===== config.mk =====
export PLATFORM = sky130hd
export DESIGN_NAME = fetch_unit_flat
export DESIGN_NICKNAME = d
export VERILOG_FILES = /design/src/rtl/fetch_unit_if.sv /design/src/rtl/fetch_unit.sv /design/src/flat_wrapper.sv
export SDC_FILE = /design/constraint.sdc
export NUM_CORES = 1
export LEC_CHECK = 0
export ABC_AREA = 1
export BUFFER_PORTS_ARGS = -buffer_cell sky130_fd_sc_hd__buf_2
export CAP_MARGIN = 20
export CORE_ASPECT_RATIO = 0.7
export CORE_MARGIN = 8
export CORE_UTILIZATION = 53
export CTS_BUF_LIST = sky130_fd_sc_hd__clkbuf_4
export CTS_CLUSTER_SIZE = 40
export DETAILED_ROUTE_END_ITERATION = 6
export GPL_ROUTABILITY_DRIVEN = 0
export GPL_TIMING_DRIVEN = 1
export PLACE_DENSITY = 0.87
export SYNTH_ARGS = -nofsm -noshare
export SYNTH_HDL_FRONTEND = slang
export SYNTH_SLANG_ARGS = --single-unit

===== constraint.sdc =====
create_clock -name clk -period 1.8 [get_ports clk]
set_input_delay 0.27 -clock clk [delete_from_list [all_inputs] [get_ports clk]]
set_output_delay 0.27 -clock clk [all_outputs]
set_load 0.005 [all_outputs]

===== src/rtl/fetch_unit_if.sv =====
// fetch_unit_if: decode/imem handshake bundle between the fetch unit and its neighbours
interface fetch_unit_if;
  logic        stall;
  logic        tgt_valid;
  logic [31:0] tgt_addr;
  logic        annul;
  logic [31:0] imem_addr;
  logic [31:0] imem_data;
  logic [31:0] instr;
  logic [31:0] instr_pc;
  logic        instr_valid;
  logic        misalign;
  modport master (
    output stall, tgt_valid, tgt_addr, annul, imem_data,
    input  imem_addr, instr, instr_pc, instr_valid, misalign
  );
  modport slave (
    input  stall, tgt_valid, tgt_addr, annul, imem_data,
    output imem_addr, instr, instr_pc, instr_valid, misalign
  );
endinterface


===== src/rtl/fetch_unit.sv =====
// fetch_unit: SPARC PC/nPC fetch stage with delayed transfers, annul and IF/ID register
module fetch_unit (
  input logic        clk,
  input logic        clr,
  fetch_unit_if.slave bus
);
  localparam logic [31:0] NOP = 32'h0100_0000;
  logic [31:0] r_pc, r_npc, r_instr, r_instr_pc;
  logic        r_instr_valid, r_misalign;
  logic [31:0] w_npc_next;
  logic        w_bad_tgt;
  assign w_npc_next = bus.tgt_valid ? {bus.tgt_addr[31:2], 2'b00} : r_npc + 32'd4;
  assign w_bad_tgt  = bus.tgt_valid & |bus.tgt_addr[1:0];
  // advance PC/nPC and capture the fetched word; stall freezes everything, clr overrides all
  always_ff @(posedge clk) begin
    if (clr) begin
      r_pc          <= '0;
      r_npc         <= 32'd4;
      r_instr       <= NOP;
      r_instr_pc    <= '0;
      r_instr_valid <= 1'b0;
      r_misalign    <= 1'b0;
    end else if (!bus.stall) begin
      r_pc          <= r_npc;
      r_npc         <= w_npc_next;
      r_instr       <= bus.annul ? NOP : bus.imem_data;
      r_instr_pc    <= r_pc;
      r_instr_valid <= !bus.annul;
      r_misalign    <= r_misalign | w_bad_tgt;
    end
  end
  assign bus.imem_addr   = r_pc;
  assign bus.instr       = r_instr;
  assign bus.instr_pc    = r_instr_pc;
  assign bus.instr_valid = r_instr_valid;
  assign bus.misalign    = r_misalign;
endmodule


===== src/flat_wrapper.sv =====
// flat-port wrapper written by rule: the top's interface ports become plain ports
module fetch_unit_flat 
  (clk, clr, bus_stall, bus_tgt_valid, bus_tgt_addr, bus_annul, bus_imem_data, bus_imem_addr, bus_instr, bus_instr_pc, bus_instr_valid, bus_misalign);
  fetch_unit_if bus_i ();
  input logic clk;
  input logic clr;
  input wire logic [$bits(bus_i.stall)-1:0] bus_stall;
  input wire logic [$bits(bus_i.tgt_valid)-1:0] bus_tgt_valid;
  input wire logic [$bits(bus_i.tgt_addr)-1:0] bus_tgt_addr;
  input wire logic [$bits(bus_i.annul)-1:0] bus_annul;
  input wire logic [$bits(bus_i.imem_data)-1:0] bus_imem_data;
  output wire logic [$bits(bus_i.imem_addr)-1:0] bus_imem_addr;
  output wire logic [$bits(bus_i.instr)-1:0] bus_instr;
  output wire logic [$bits(bus_i.instr_pc)-1:0] bus_instr_pc;
  output wire logic [$bits(bus_i.instr_valid)-1:0] bus_instr_valid;
  output wire logic [$bits(bus_i.misalign)-1:0] bus_misalign;
  assign bus_i.stall = bus_stall;
  assign bus_i.tgt_valid = bus_tgt_valid;
  assign bus_i.tgt_addr = bus_tgt_addr;
  assign bus_i.annul = bus_annul;
  assign bus_i.imem_data = bus_imem_data;
  assign bus_imem_addr = bus_i.imem_addr;
  assign bus_instr = bus_i.instr;
  assign bus_instr_pc = bus_i.instr_pc;
  assign bus_instr_valid = bus_i.instr_valid;
  assign bus_misalign = bus_i.misalign;
  fetch_unit u_core (.clk(clk), .clr(clr), .bus(bus_i));
endmodule

==> results of run 1 <==
area by class of cell:
class	count	area (sq um)	share of cell area (%)
flip-flops and latches	124	2480	36.2
multi-input cells	534	2480	36.1
repair buffers	213	1330	19.4
well taps	128	160	2.33
inverters	40	150	2.19
clock inverters	15	135	1.97
clock buffers	17	128	1.86
cell families after synthesis:
kind of cell               Yosys count
adders and majority gates            1
other                                1
DFF                                124
xor gates and xnor gates             2
buffers and inverters               88
and+or+nand+nor                    334
AOI/OAI and AO/OA                  193
sequential cells by signal, summed over array words and instances, names as in the netlist:
register	flops
u_core.bus.instr_valid	1
u_core.bus.misalign	1
u_core.bus.instr	32
u_core.r_npc	30
u_core.bus.instr_pc	30
u_core.bus.imem_addr	30
how the worst max path moves through the flow:
stage,start,endpoint
5_1_grt,u_core.r_npc[2]$_SDFFE_PP1N_,u_core.r_npc[18]$_SDFFE_PP0N_
3_3_place_gp,bus_stall,u_core.r_npc[6]$_SDFFE_PP0N_
6_report,u_core.r_npc[3]$_SDFFE_PP0N_,u_core.r_npc[26]$_SDFFE_PP0N_
4_1_cts,u_core.r_npc[3]$_SDFFE_PP0N_,u_core.r_npc[26]$_SDFFE_PP0N_
3_5_place_dp,u_core.r_npc[3]$_SDFFE_PP0N_,u_core.r_npc[26]$_SDFFE_PP0N_
2_1_floorplan,u_core.r_npc[2]$_SDFFE_PP1N_,u_core.r_npc[26]$_SDFFE_PP0N_
critical path: cells and delay by family (launching register included):
kind	cells	cell delay, ns
flops	1	0.42
fa+ha+maj	1	0.22
simple gates	7	0.78
compound gates	1	0.13
synthesized netlist by cell type (all sizes together):
master / number / area share (%)
a211oi: 3 / 0.42
a21oi: 99 / 9.8
a31oi: 5 / 0.59
and2: 2 / 0.24
buf: 20 / 2.0
clkbuf: 28 / 2.0
clkinv: 2 / 0.14
conb: 1 / 0.071
dfxtp: 124 / 47
ha: 1 / 0.24
inv: 38 / 2.7
nand2: 176 / 13
nand3: 40 / 4.0
nor2: 110 / 9.2
nor3: 4 / 0.38
nor4: 2 / 0.24
o211ai: 1 / 0.14
o21ai: 83 / 7.8
o22ai: 2 / 0.24
xnor2: 1 / 0.16
xor2: 1 / 0.16
power by group:
group	total, mW	internal [mW]	switching, mW
registers	3.05	2.91	0.138
logic	0.777	0.343	0.434
clock network	1.86	0.702	1.16
total	5.68	3.95	1.73
repair_timing:
item / in CTS / in global routing
hold buffers: 37 / 2
resized for setup: 0 / 0
endpoints found under the hold margin: 37 / 2
layer usage:
metal / vias to the layer above / global-route usage [%]
met5: - / 0
met4: 0 / 6.29
li1: 2803 / -
met1: 2551 / 32.1
met3: 35 / 8.56
met2: 303 / 34.9
==> key figures, run 1 <==
Timing
  – Hold Fails Final Rpt: 0
  – FMAX: 623 MHz
  – RSZ-0062 raised after global routing: false
  – Slew Limit Fails: 0
  – Setup Skew: 0.0228 ns
  – Setup TNS: 0 ns
  – Min Tclk post-route: 1.60 ns
  – Final setup fails: 0
  – Slack of the critical path: 0.195 ns
  – Fin crit share: 89.2%
  – Min Hold Slack: 0.0355 ns

Logic synthesis
  – Synth Warn #: 0
  – Mapped Area: 0.00531 sq mm
  – Synth Register Bits: 124
  – XOR/XNOR share of the synthesized area: 0.330%
  – Post-synthesis mux area share: 0%
  – Post-synthesis sequential area ratio: 46.7%
  – Compound-Gate Fraction of Synth Area: 19.0%
  – Average cell area after synthesis: 7.15 sq um
  – Post-Synth Adder-Cell Area: 0.236%
  – Synth Area in Simple Gates: 26.8%
  – Combinational family with the most area after synthesis: simple AND/OR/NAND/NOR gates
  – Mapped Cells: 743
  – Distinct cells, synth: 30

Pwr
  – Worst vdd ir: 0.000386 V
  – Power density over cell area: 827 mW/mm^2
  – Total power draw: 5.68 mW
  – P_leak: 3.05 nW

Hold path
  – Worst hold stages: 3
  – Hold Path Class: in2reg
  – Hold Crit Start: bus_tgt_addr[28]
  – End of the worst hold path: u_core.r_npc[28]$_SDFFE_PP0N_

CTS
  – H-tree Lvls: 4
  – Setup bufs post-CTS: 0
  – CTS Root Buffer Type: clkbuf_4
  – CTS sink cnt: 124
  – Clock Path Buffers: 2
  – Clk_lat worst skew: 0.52 ns
  – TritonCTS Buffers: 17
  – CTS tree: done
  – Worst-path clk slew: 0.12 ns

Worst setup path
  – WS Path Type: reg2reg
  – Worst r2r src: u_core.r_npc[3]$_SDFFE_PP0N_
  – CP max FO: 6
  – Critical path capture point type: register
  – Crit path cell chain: ha_1, nand2_2, nor2_4, nand2_4, nor2_4, nand2_1, nand2_1, nand3_1, a21oi_2
  – Slowest-stage cell, CP: dfxtp_1
  – Startpoint types: register
  – CP required: 2.27 ns
  – CP arrival: 2.07 ns
  – R2R setup slack: 0.20 ns
  – R2R cell count: 9
  – Reg-to-reg critical path endpoint: u_core.r_npc[26]$_SDFFE_PP0N_
  – Largest stage delay on the critical path: 0.42 ns

Floorplanning
  – I/O pin cnt: 167
  – Die Width: 136 um
  – # rows: 30
  – Die height: 99.8 um
  – Die area: 0.0135 sq mm
  – CORE AREA: 0.00972 sq mm
  – Initial cell density of the core: 54.6%

Final layout
  – Post-Layout Cell Count: 1071
  – Core Util, Final: 70.6%
  – Most frequent cells in the layout: 169 x nand2_1, 162 x buf_2, 124 x dfxtp_1
  – ANT cells: 0
  – Fillers: 811
  – Area Growth Syn to Fin: 29.2%
  – Final instance area: 0.00687 sq mm
  – Share of cells above drive strength 1: 24.9%
  – Post-layout nets: 1000
  – Commonest non-fill, non-tap cell in the layout: nand2_1

Global route
  – First-pass GRT wire length: 26000 um
  – GRT Overall Usage: 23.8%
  – Antenna violations before repair: 1
  – Vias in the first global route: 5139
  – Pin count of the biggest net entering global routing: 51
  – GR Overflow Total: 0

Run status
  – Status: completed

Drt
  – DR WL met2: 7040 um
  – DR vias: 5692
  – Drt pass-1 iters: 6
  – Drt initial violations: 659
  – DR DRC count: 0
  – Highest metal used: met4
  – Final wirelength: 16500 um
  – ANT nets after route: 0
  – WL met3: 1850 um
  – Routed length per placed instance: 15.4 um
  – Met1 wire length: 7250 um
  – Routed vias/inst: 5.31

Placement
  – Area after DPL: 0.00621 sq mm
  – Pre-CTS WS: 0.253 ns
  – DP Wirelength: 11300 um
  – IO Port Bufs: 162
  – Placed insts: 1000

Job
  – MaxCap Viol Count: 0
(Power assumes the default switching activity.)
==> inputs of run 2 (changes only) <==
--- a/config.mk
+++ b/config.mk
@@ -10,13 +10,14 @@
 export CAP_MARGIN = 20
 export CORE_ASPECT_RATIO = 0.7
 export CORE_MARGIN = 8
-export CORE_UTILIZATION = 53
+export CORE_UTILIZATION = 48
 export CTS_BUF_LIST = sky130_fd_sc_hd__clkbuf_4
 export CTS_CLUSTER_SIZE = 40
 export DETAILED_ROUTE_END_ITERATION = 6
 export GPL_ROUTABILITY_DRIVEN = 0
 export GPL_TIMING_DRIVEN = 1
-export PLACE_DENSITY = 0.87
+export MAX_ROUTING_LAYER = met4
+export PLACE_DENSITY = 0.84
 export SYNTH_ARGS = -nofsm -noshare
 export SYNTH_HDL_FRONTEND = slang
 export SYNTH_SLANG_ARGS = --single-unit
==> constraint.sdc (replaced) <==
create_clock -name clk -period 1.3 [get_ports clk]
set_input_delay 0.195 -clock clk [delete_from_list [all_inputs] [get_ports clk]]
set_output_delay 0.195 -clock clk [all_outputs]
set_load 0.005 [all_outputs]
==> key figures, run 2 (synthesized netlist as in run 1, its figures left out) <==
Run status
  – Status: finished with violations
  – Failing checks: DRC, setup timing

Timing
  – Slack of the critical path: -0.249 ns (-0.444 ns)
  – FMAX: 645 MHz (+3.6%)
  – Setup Skew: 0.0250 ns (+0.00217 ns)
  – Slew @ Worst Pin: 0.528 ns
  – Final setup fails: 26 (+26)
  – Fin crit share: 119% (+30 points)
  – Slew Limit Fails: 0 (unchanged)
  – Min Hold Slack: 0.0779 ns (+0.0424 ns)
  – Relative slew slack: 64.5%
  – RSZ-0062 raised after global routing: true
  – Hold Fails Final Rpt: 0 (unchanged)
  – Min Tclk post-route: 1.55 ns (-0.0557 ns)

CTS
  – CTS tree: done
  – Clock Path Buffers: 2 (unchanged)
  – CTS Root Buffer Type: clkbuf_4
  – Clk_lat worst skew: 0.55 ns (+0.03 ns)
  – H-tree Lvls: 4 (unchanged)
  – TritonCTS Buffers: 17 (unchanged)
  – Worst-path clk slew: 0.13 ns (about the same)
  – CTS sink cnt: 124 (unchanged)

Final layout
  – Post-layout nets: 1071 (+7.1%)
  – FF+latch area: 0.00258 sq mm (+3.8%)
  – Fillers: 806 (-0.62%)
  – Core Util, Final: 71.7% (+1.1 points)
  – Share of cells above drive strength 1: 36.0% (+11 points)
  – Max reg flops: 32 (unchanged)
  – Commonest non-fill, non-tap cell in the layout: buf_2
  – Post-Layout Cell Count: 1169 (+9.2%)
  – Area Growth Syn to Fin: 46.9%
  – Most frequent cells in the layout: 162 x buf_2, 161 x nand2_1, 90 x a21oi_1
  – Area of the multi-input gates: 0.00261 sq mm (+5.2%)

Placement
  – Placed insts: 1056 (+5.6%)
  – DP Wirelength: 11700 um (+4.1%)
  – Pre-CTS WS: -0.109 ns (-0.362 ns)
  – IO Port Bufs: 162 (unchanged)

Global route
  – GRT Overall Usage: 25.6% (+1.8 points)
  – Vias in the first global route: 5804 (+13%)
  – GR Overflow Total: 0 (unchanged)
  – Antenna violations before repair: 2 (+1)
  – Pin count of the biggest net entering global routing: 86 (+69%)
  – First-pass GRT wire length: 29500 um (+13%)

Drt
  – Routed length per placed instance: 17.7 um (+15%)
  – DR DRC count: 5 (+5)
  – Routed vias/inst: 5.45 (+2.5%)
  – Final wirelength: 20700 um (+26%)
  – ANT nets after route: 0 (unchanged)
  – Drt initial violations: 787 (+19%)
  – Drt pass-1 iters: 7 (+1)
  – DR vias: 6371 (+12%)

Pwr
  – Sequential power share: 49.2% (-4.4 points)
  – Worst vdd ir: 0.000464 V (+20%)
  – Pint: 6.04 mW (+53%)
  – Gate power share: 15.9% (+2.2 points)
  – Clock power frac: 35.0% (+2.3 points)
  – Total power draw: 8.61 mW (+52%)
  – Power density over cell area: 1100 mW/mm^2 (+33%)
  – P_leak: 3.48 nW (+14%)
  – Sw Ratio: 29.9% (-0.57 points)
  – Psw: 2.57 mW (+49%)

Hold path
  – Hold Path Class: in2reg
  – Worst hold stages: 4 (+1)

Job
  – MaxCap Viol Count: 0 (unchanged)

Worst setup path
  – Crit path cell chain: nand2_1, nor2_1, nand2_1, nor2_1, nand2_1, nand2_1, nand3_1, a21oi_1
  – Startpoint types: register
  – R2R cell count: 8 (-1)
  – CP arrival: 2.03 ns (-0.04 ns)
  – CP dominant cell by count: nand2_1
  – WS Path Type: reg2reg
  – Largest stage delay on the critical path: 0.40 ns (-0.02 ns)
  – Critical path capture point type: register
  – Slowest-stage cell, CP: dfxtp_2
  – CP max FO: 3 (-3)
  – CP required: 1.78 ns (-0.49 ns)

Floorplanning
  – Initial cell density of the core: 48.8% (-5.9 points)
  – Die area: 0.0147 sq mm (+8.9%)
  – I/O pin cnt: 167 (unchanged)
  – # rows: 32 (+6.7%)
  – Die height: 104 um (+4.3%)
  – CORE AREA: 0.0109 sq mm (+12%)
  – Die Width: 142 um (+4.5%)
-- run 2: cell types whose count changed in the layout (fill, tap and decap cells not counted), sizes merged --
cell | before | now
buf | 174 | 217
diode | 0 | 2
clkinvlp | 3 | 2
dlygate4sd3 | 39 | 67
clkinv | 6 | 5
bufinv | 1 | 3
-- run 2: worst paths after layout --
check	start	to	slack [ns]
max	u_core.r_npc[14]$_SDFFE_PP0N_	u_core.r_npc[30]$_SDFFE_PP0N_	-0.25
min	clr	u_core.bus.instr[24]$_SDFFE_PP1N_	0.08
max reg2reg	u_core.r_npc[14]$_SDFFE_PP0N_	u_core.r_npc[30]$_SDFFE_PP0N_	-0.25
min reg2reg	u_core.bus.instr[11]$_SDFFE_PP0N_	u_core.bus.instr[11]$_SDFFE_PP0N_	0.47
-- run 2: cell type report --
cell class                      count  share of cell area [%]
Sequential cell                   124                    33.0
Clock inverter                     15                    2.36
Timing Repair Buffer              284                    25.1
Tap cell                          153                    2.45
Inverter                           40                    1.92
Clock buffer                       17                    1.63
Antenna cell                        2                  0.0641
Multi-Input combinational cell    534                    33.4
-- run 2: critical path: cells and delay by family (launching register included) --
kind | cells | cell delay, ns
and+or+nand+nor | 7 | 0.96
DFF | 1 | 0.40
AOI/OAI and AO/OA | 1 | 0.13
-- run 2: layer usage --
| layer | GRT usage [%] | wire [um] | up-vias |
|---|---|---|---|
| met5 | - | 0 | - |
| met4 | 12.1 | 1090 | 0 |
| met3 | 8.67 | 2210 | 129 |
| met1 | 30.6 | 8200 | 2853 |
| met2 | 38.1 | 9180 | 435 |
| li1 | - | - | 2954 |
-- run 2: what timing repair did --
| item | in CTS | in global routing |
|---|---|---|
| hold endpoints to repair | 64 | 0 |
| setup endpoints to repair | 24 | 60 |
| hold buffers | 67 | 0 |
| buffers inserted | 3 | 9 |
| pin swaps | 7 | 9 |
| resized for setup | 33 | 66 |
-- run 2: metrics by stage --
stage                     TNS [ns]  instance area, sq um
after floorplan                  0                  5340
after global placement      -0.233                  6520
after detailed placement     -1.01                  6520
after CTS                   -0.450                  7600
after global routing         -4.00                  7810
final                        -2.56                  7810
-- run 2: power groups by stage --
stage | clock (mW) | sequential [mW] | combinational (mW)
3_3_place_gp | 0 | 4.27 | 1.04
2_1_floorplan | 0 | 4.27 | 0.541
4_1_cts | 3.01 | 4.20 | 1.24
6_report | 3.01 | 4.23 | 1.36
3_5_place_dp | 0 | 4.28 | 1.06
5_1_grt | 3.22 | 4.25 | 1.48
